## src/rtl/demux_l2_pkg.sv

```systemverilog
// Shared definitions for the layer-2 1:2 byte demux scheduler:
// state encoding, default idle symbol and the sync counter width helper.
package demux_l2_pkg;

  typedef enum logic [1:0] {
    ST_IDLE  = 2'd0,
    ST_SYNC  = 2'd1,
    ST_RUN   = 2'd2,
    ST_DRAIN = 2'd3
  } state_t;

  localparam logic [7:0] DEFAULT_IDLE_SYM = 8'hBC;

  // Bits needed to hold the values 0..n.
  function automatic int sync_cnt_w(input int n);
    return (n < 1) ? 1 : $clog2(n + 1);
  endfunction

endpackage

```

## src/rtl/lane_fifo.sv

```systemverilog
// Single-lane byte FIFO: synchronous storage, async-reset pointers, and a
// push that is accepted while full as long as a pop happens on the same edge.
module lane_fifo #(
  parameter int DATA_W = 8,
  parameter int DEPTH  = 4
) (
  input  logic              clk,
  input  logic              reset,
  input  logic              push,
  input  logic              pop,
  input  logic [DATA_W-1:0] din,
  output logic [DATA_W-1:0] dout,
  output logic              full,
  output logic              empty
);

  localparam int PTR_W = $clog2(DEPTH);

  logic [DATA_W-1:0] mem [DEPTH];
  logic [PTR_W-1:0]  wr_ptr;
  logic [PTR_W-1:0]  rd_ptr;
  logic [PTR_W:0]    count;
  logic              do_push;
  logic              do_pop;

  assign do_pop  = pop && !empty;
  assign do_push = push && (!full || do_pop);
  assign full    = (count == (PTR_W + 1)'(DEPTH));
  assign empty   = (count == '0);
  assign dout    = mem[rd_ptr];

  always_ff @(posedge clk) begin
    if (do_push) mem[wr_ptr] <= din;
  end

  // Pointers wrap naturally because DEPTH is a power of two.
  always_ff @(posedge clk or posedge reset) begin
    if (reset) begin
      wr_ptr <= '0;
      rd_ptr <= '0;
      count  <= '0;
    end else begin
      if (do_push) wr_ptr <= wr_ptr + 1'b1;
      if (do_pop)  rd_ptr <= rd_ptr + 1'b1;
      if (do_push && !do_pop)      count <= count + 1'b1;
      else if (!do_push && do_pop) count <= count - 1'b1;
    end
  end

endmodule

```

## src/rtl/demux_l2_scheduler.sv

```systemverilog
// Layer-2 1:2 demux sequencer: aligns on the idle symbol, alternates accepted
// bytes between two lane FIFOs, drains each lane under pause, flags overflow.
module demux_l2_scheduler
  import demux_l2_pkg::*;
#(
  parameter int                DATA_W     = 8,
  parameter int                FIFO_DEPTH = 4,
  parameter logic [DATA_W-1:0] IDLE_SYM   = DATA_W'(DEFAULT_IDLE_SYM),
  parameter int                SYNC_COUNT = 4
) (
  input  logic              clk_4f,
  input  logic              reset,
  input  logic              enable,
  input  logic              valid_in,
  input  logic [DATA_W-1:0] data_in,
  input  logic              pause0,
  input  logic              pause1,
  output logic              validout0,
  output logic              validout1,
  output logic [DATA_W-1:0] dataout0,
  output logic [DATA_W-1:0] dataout1,
  output logic              active,
  output logic              lane_sel,
  output logic              overflow0,
  output logic              overflow1
);

  localparam int CNT_W = sync_cnt_w(SYNC_COUNT);

  state_t             state;
  state_t             state_nxt;
  logic [CNT_W-1:0]   sync_cnt;
  logic [CNT_W-1:0]   sync_cnt_nxt;
  logic               accept;
  logic               run_entry;
  logic               idle_seen;

  logic               push0, push1, pop0, pop1;
  logic               full0, full1, empty0, empty1;
  logic [DATA_W-1:0]  fifo_dout0, fifo_dout1;

  assign idle_seen = !valid_in && (data_in == IDLE_SYM);
  assign active    = (state == ST_RUN);

  always_ff @(posedge clk_4f or posedge reset) begin
    if (reset) begin
      state    <= ST_IDLE;
      sync_cnt <= '0;
    end else begin
      state    <= state_nxt;
      sync_cnt <= sync_cnt_nxt;
    end
  end

  always_comb begin
    state_nxt    = state;
    sync_cnt_nxt = sync_cnt;
    accept       = 1'b0;
    run_entry    = 1'b0;
    case (state)
      ST_IDLE: begin
        sync_cnt_nxt = '0;
        if (enable) state_nxt = ST_SYNC;
      end
      ST_SYNC: begin
        if (!enable) begin
          state_nxt    = ST_IDLE;
          sync_cnt_nxt = '0;
        end else if (idle_seen) begin
          // Entering RUN on the edge that would make the count reach SYNC_COUNT.
          if (sync_cnt == CNT_W'(SYNC_COUNT - 1)) begin
            state_nxt    = ST_RUN;
            sync_cnt_nxt = '0;
            run_entry    = 1'b1;
          end else begin
            sync_cnt_nxt = sync_cnt + 1'b1;
          end
        end else begin
          sync_cnt_nxt = '0;
        end
      end
      ST_RUN: begin
        accept = valid_in;
        if (!enable) state_nxt = ST_DRAIN;
      end
      ST_DRAIN: begin
        if (empty0 && empty1) state_nxt = ST_IDLE;
      end
      default: state_nxt = ST_IDLE;
    endcase
  end

  assign push0 = accept && !lane_sel;
  assign push1 = accept &&  lane_sel;
  assign pop0  = !empty0 && !pause0;
  assign pop1  = !empty1 && !pause1;

  lane_fifo #(.DATA_W(DATA_W), .DEPTH(FIFO_DEPTH)) u_fifo0 (
    .clk(clk_4f), .reset(reset), .push(push0), .pop(pop0),
    .din(data_in), .dout(fifo_dout0), .full(full0), .empty(empty0)
  );

  lane_fifo #(.DATA_W(DATA_W), .DEPTH(FIFO_DEPTH)) u_fifo1 (
    .clk(clk_4f), .reset(reset), .push(push1), .pop(pop1),
    .din(data_in), .dout(fifo_dout1), .full(full1), .empty(empty1)
  );

  // lane_sel toggles on drops too, so even/odd pairing survives an overflow.
  always_ff @(posedge clk_4f or posedge reset) begin
    if (reset) begin
      lane_sel  <= 1'b0;
      overflow0 <= 1'b0;
      overflow1 <= 1'b0;
      validout0 <= 1'b0;
      validout1 <= 1'b0;
      dataout0  <= '0;
      dataout1  <= '0;
    end else begin
      if (run_entry)   lane_sel <= 1'b0;
      else if (accept) lane_sel <= ~lane_sel;
      if (push0 && full0 && !pop0) overflow0 <= 1'b1;
      if (push1 && full1 && !pop1) overflow1 <= 1'b1;
      validout0 <= pop0;
      validout1 <= pop1;
      if (pop0) dataout0 <= fifo_dout0;
      if (pop1) dataout1 <= fifo_dout1;
    end
  end

endmodule

```

## config.mk

```make
export PLATFORM = sky130hd
export DESIGN_NAME = demux_l2_scheduler
export DESIGN_NICKNAME = d
export VERILOG_FILES = /design/src/rtl/demux_l2_pkg.sv /design/src/rtl/lane_fifo.sv /design/src/rtl/demux_l2_scheduler.sv
export SDC_FILE = /design/constraint.sdc
export NUM_CORES = 1
export LEC_CHECK = 0
export ABC_AREA = 1
export CORE_ASPECT_RATIO = 0.8
export CORE_MARGIN = 4
export CORE_UTILIZATION = 52
export DETAILED_ROUTE_END_ITERATION = 8
export GPL_TIMING_DRIVEN = 0
export PLACE_DENSITY = 0.85
export SLEW_MARGIN = 40
export SYNTH_ARGS = -nofsm -noshare
export SYNTH_HDL_FRONTEND = slang
export SYNTH_SLANG_ARGS = --single-unit
```

## constraint.sdc

```tcl
create_clock -name clk_4f -period 1.8 [get_ports clk_4f]
set_input_delay 0.54 -clock clk_4f [delete_from_list [all_inputs] [get_ports clk_4f]]
set_output_delay 0.54 -clock clk_4f [all_outputs]
set_load 0.005 [all_outputs]
```

Yosys cells after proc, flatten, opt, wreduce, memory -nomap -nowiden
Memory sizes are Yosys's and may differ from the RTL's. A register that Yosys moved wholly into a read port is not among the register bits.
Index checks and enable logic that the tools add are counted.

operators by class
  equal/unequal tests = 12
  reduce and logical (&&, ||, !) cells = 42
  multiplexer cells = 26
  add/sub/neg operators = 9
  bitwise logic cells = 1

operators with widths
  cell                                                                number
  3-bit 2-to-1 mux                                                    7
  1-bit logical AND                                                   18
  1-bit logical NOT                                                   14
  2-bit 2-to-1 mux                                                    6
  1-bit 2-to-1 mux                                                    11
  3-bit by 1-bit adder with 3-bit output, second input constant       3
  2-bit by 1-bit adder with 2-bit output, second input constant       4
  8-bit == test, second input constant                                1
  2-bit case mux with 4 select lines                                  1
  2-bit nonzero test                                                  4
  3-bit == test, second input constant                                2
  3-bit logical NOT                                                   2
  2-bit inequality test, second input constant                        3
  3-bit inequality test, second input constant                        2
  3-bit case mux with 2 select lines                                  1
  3-bit by 1-bit subtractor with 3-bit output, second input constant  2
  5-bit AND reduction                                                 1
  2-bit == test, second input constant                                2
  3-bit by 2-bit == test with 1-bit output, second input constant     1
  2-bit by 1-bit == test with 1-bit output, second input constant     1
  2-bit logical NOT                                                   1
  1-bit logical OR                                                    2
  1-bit NOT                                                           1

word-level totals
  output and inout bits = 22
  input port bits = 14
  word-level logic and storage cells = 105
  bits in registers = 24
  memories kept = 2
  bits in writable memories = 64

memory list
  name         words  bits a word  rd ports  clocked after Yosys merged registers in  write ports  line             source
  u_fifo0.mem  4      8            1         1                                        1            lane_fifo.sv:19  logic [DATA_W-1:0] mem [DEPTH];
  u_fifo1.mem  4      8            1         1                                        1            lane_fifo.sv:19

Depth between registers and ports, before layout
  depth in word-level cells = 10
  gate-level depth with buffers = 13
  gate-level depth less buffers = 13

Hierarchy
From an unflattened synthesis, not the netlist that was laid out.

unflattened totals
  cells, all modules = 424
  area, all modules = 4,538.1 µm²

modules (own cells, without submodules)
  module              times used  cells an instance  area each (µm²)  seq. area each (µm²)
  lane_fifo           2           148                1,707.9          1,136.1
  demux_l2_scheduler  1           128                1,122.3          650.6

Least setup slack after synthesis
OpenSTA, ideal clock, no wires.

  path type = register to register
  start point = reg with a tool-made name
  end point = reg u_fifo0.count[2]
  library setup time = 0.131 ns
  cell stages (with the launch flop) = 13
  buffers on the path = 0
  arrival = 1.833 ns
  data required time = 1.669 ns
  slack = -0.164 ns
  period minus slack after synthesis = 1.964 ns
  path through = dfrtp_1 -> inv_2 -> nor2_4 -> nand2_4 -> nor2_4 -> nand2_4 -> clkinv_4 -> ha_1 -> inv_1 -> fa_1 -> a21oi_1 -> o21ai_0 -> xor2_1

RTL lines
  what                  line             source
  to (signal assigned)  lane_fifo.sv:45  if (do_push && !do_pop) count <= count + 1'b1;
  to (signal assigned)  lane_fifo.sv:46  else if (!do_push && do_pop) count <= count - 1'b1;
  to (decl)             lane_fifo.sv:22  logic [PTR_W:0] count;

Worst setup path after layout
  start point = reg state[0]
  end point = reg u_fifo1.count[1]

between the ends
  cells in the longest elaborated chain, start to end = 7
  elaborated cells on any way between the ends = 9
  classes of those cells = 1 x eq/ne; 2 x mux; 6 x reduce/logical

RTL lines
  what                          line                      source
  from (decl)                   demux_l2_scheduler.sv:30  state_t state;
  from (signal assigned)        demux_l2_scheduler.sv:50  state <= state_nxt;
  2-bit == test (*)             demux_l2_scheduler.sv:60  case (state)
  1-bit 2-to-1 mux (*)          demux_l2_scheduler.sv:60
  1-bit logical AND (*)         demux_l2_scheduler.sv:94  assign push1 = accept && lane_sel;
  1-bit logical AND (*)         lane_fifo.sv:27           assign do_push = push && (!full || do_pop);
  named net u_fifo1.do_push     lane_fifo.sv:23           logic do_push;
  1-bit logical NOT             lane_fifo.sv:46
  1-bit logical AND             lane_fifo.sv:46
  2-bit nonzero test (no line)  --
  to (signal assigned)          lane_fifo.sv:45
  to (signal assigned)          lane_fifo.sv:46
  to (decl)                     lane_fifo.sv:22

Mark *: on every way through the listed nets, which the timed path passes. The rest lies on a longest branch.
A chain may end at the register's enable or synchronous reset.

==> key figures <==
STA
  – RSZ-0062 raised after global routing: true
  – Setup Skew: 0.0137 ns
  – Smallest hold slack: ~0.50 ns
  – Worst Slack Setup Final: -0.0891 ns
  – Setup violations, final: 4
  – Crit share post-route: 105%
  – Worst-Margin Slew: 0.546 ns
  – FMAX: 529 MHz
  – Max-slew violation count: 0
  – Post-route minimum period: roughly 1.9 ns
  – Final hold vios: 0
  – Max_slew headroom: 63.6%

Pwr
  – Net switching power: about 2.2 mW
  – Net Sw Frac: 33.3%
  – VDD IR max: about 0.00081 V
  – Combinational power share: 34.0%
  – Leak: 2.31 nW
  – Pwr Total: 6.66 mW
  – Pwr Density: 1220 nW/um2
  – Clock power frac: between 20 and 25%
  – P_int: about 4.4 mW
  – Sequential share of power: 45.5%

Setup path
  – CP Cell Sequence: nor2_4 > nand2_4 > nor2_4 > nand2_4 > clkinv_4 > ha_4 > inv_4 > fa_2 > mux2_2
  – CP Capture Type: register
  – Critical Path Max Stage Delay: 0.44 ns
  – Worst setup SP type: register
  – WS Path Type: register to register
  – Critical Path RT: slightly above 2 ns
  – Critical Path Slowest Stage Cell: dfrtp_2
  – Crit Path Max Fanout: 6
  – CP arrival: 2.14 ns

Die
  – Die width: 110 um
  – Die height: 89.8 um
  – Core area: 8060 um2
  – Die area: 9910 um2
  – Rows: 29
  – Starting Density: 54.1%
  – Ports: 36

Outcome
  – Failing checks: negative setup slack
  – Status: finished with violations

Placed design
  – IO buf count: 35
  – Final RePlAce weighted congestion: about 0.79
  – Placed Area: between 4000 and 5000 um2
  – Post-Place Setup Slack: -0.751 ns
  – DP HPWL: 5.65 mm

Hold path
  – Tightest Hold Check Type: register to register

Synthesis
  – Seq/Total Area, Yosys: 67.1%
  – Register bit total from synthesis: approximately 100
  – Post-synth EDFFs: 64
  – Synth Area per Inst: 11.5 um2
  – Syn Std Cell Area: ~4400 um2
  – Synth unique cells: 29
  – Top_reg_cell synth: edfxtp_1
  – Post-synth ARST share: 38.5%
  – Mapped Cells: approximately 380
  – Total nets after synthesis: 405
  – Warnings, synthesis: 0

CTS
  – Clock Path Buffers: 2
  – CTS buffer count: 9
  – Reg clk slew, reported paths: 0.09 ns
  – CTS Sinks: between 100 and 150
  – # H-tree levels: 3
  – Root Driver: clkbuf_8
  – CTS tree: yes
  – Clk Latency, worst-skew pair: 0.37 ns

Detailed routing
  – Antenna viol nets, final: 0
  – Drt pass-1 iters: 4
  – Drt drc: 0
  – Drt total wl: 8.76 mm
  – Via count: 2936
  – Vias per cell: between 5 and 6
  – WL per Instance: approximately 15 um
  – DR iter-0 viols: 132

GRT
  – Global route total overflow: 0
  – Global router's overall resource usage: between 10% and 20%
  – Antenna violations before repair: 0
  – First-pass GRT wire length: about 14 mm
  – Vias in the first global route: 2944
  – Largest net degree at the start of global routing: 41

Cells and area
  – Most common cell after layout, fill and taps aside: nor2_1
  – Share of cells above drive strength 1: 22.7%
  – Finished layout cell area: 5440 um2
  – Nets@finish: about 480
  – Most frequent cells in the layout: nor2_1 (99), edfxtp_1 (64), dfrtp_1 (38)
  – # diodes: 0
  – Post-Route Utilization: 67.6%
  – Area growth syn-to-layout: 25.0%

Run
  – # Max-Cap Violations: 0
[state kept, by name (all words and copies together), names as in the netlist, 3 cells and up, named ones only]
signal / flops
u_fifo1.mem: 32
dataout1: 8
sync_cnt: 3
u_fifo0.mem: 32
u_fifo0.count: 3
u_fifo1.count: 3
dataout0: 8
[stage by stage]
stage | std cells | TNS, ns
global route | 570 | -0.977
CTS | 556 | -0.338
detailed placement | 521 | -45.96
finish | 570 | -0.284
floorplan | 378 | -0.325
global placement | 521 | -62.01
[power by group through the flow]
stage	registers [mW]	logic [mW]	clock network (mW)
final	3.03	2.27	1.36
after global routing	3.07	2.57	1.49
after CTS	3.04	2.22	1.39
after detailed placement	3.12	2.06	0
after global placement	3.09	1.96	0
after floorplan	3.10	1.23	0
[per-layer routing]
metal | vias to the layer above | wire, um | GRT usage (%)
met5 | - | 0 | 0
met4 | 0 | 63 | 4.41
met3 | 9 | 660 | 5.01
met2 | 101 | 4510 | 31.1
met1 | 1407 | 3530 | 24.5
li1 | 1419 | - | -
[cells in the mapped netlist (3+ instances only)]
cell type	count	area, um2
a31oi_1	16	100
buf_2	4	20.0
nand2_4	3	33.8
edfxtp_1	64	1920
a21oi_1	3	15.0
xor2_1	6	52.6
inv_1	31	116
nor2_1	109	409
o21ai_0	33	165
inv_2	5	18.8
nand2_1	20	75.1
ha_1	11	138
nor2_4	3	33.8
dfrtp_1	40	1000
nand3_1	5	25.0
nand2_2	3	18.8
[kinds of logic after synthesis]
group,after synthesis,share of synthesized area [%]
and+or+nand+nor,145,14.0
DFF,104,67.1
AOI/OAI and AO/OA,58,7.64
buffers and inverters,48,5.06
adders and majority gates,13,4.08
xor gates and xnor gates,8,1.61
muxes,2,0.517
[final timing paths]
path                                        from  slack [ns]                      endpoint  depth (start not counted)
min                        overflow1$_DFFE_PP0P_        0.50         overflow1$_DFFE_PP0P_                          1
max                         state[0]$_DFFE_PP0P_       -0.09  u_fifo1.count[1]$_DFFE_PP0P_                          9
max reg2reg                 state[0]$_DFFE_PP0P_       -0.09  u_fifo1.count[1]$_DFFE_PP0P_                          9
min reg2reg                overflow1$_DFFE_PP0P_        0.50         overflow1$_DFFE_PP0P_                          1
max in group asynchronous                  reset        0.82          state[0]$_DFFE_PP0P_                          2
min in group asynchronous                  reset        0.57  u_fifo0.count[1]$_DFFE_PP0P_                          2
[what timing repair did]
action / 4_1_cts / 5_1_grt
hold endpoints to repair: 0 / 0
pin swaps: 7 / 4
buffers inserted: 19 / 14
endpoints found under the setup margin: 78 / 48
hold buffers: 0 / 0
gates resized for setup: 29 / 27
[worst max-delay path, delay by kind of cell, from the launching register on]
| kind | cells | cell delay (ns) |
|---|---|---|
| adder cells (fa/ha/maj) | 2 | 0.52 |
| buffers and inverters | 2 | 0.11 |
| multiplexers | 1 | 0.26 |
| flip-flops | 1 | 0.44 |
| AND/OR/NAND/NOR | 4 | 0.44 |
[final cells by class]
class | count | area [um2]
inverters | 38 | 160
clock inverters | 7 | 61.3
flip-flops and latches | 104 | 2930
multi-input cells | 226 | 1310
repair buffers | 68 | 658
fillers | 607 | 2610
well taps | 108 | 135
plain buffers | 10 | 67.6
clock buffers | 9 | 124
No activity file was read; power rests on OpenSTA's default activity.
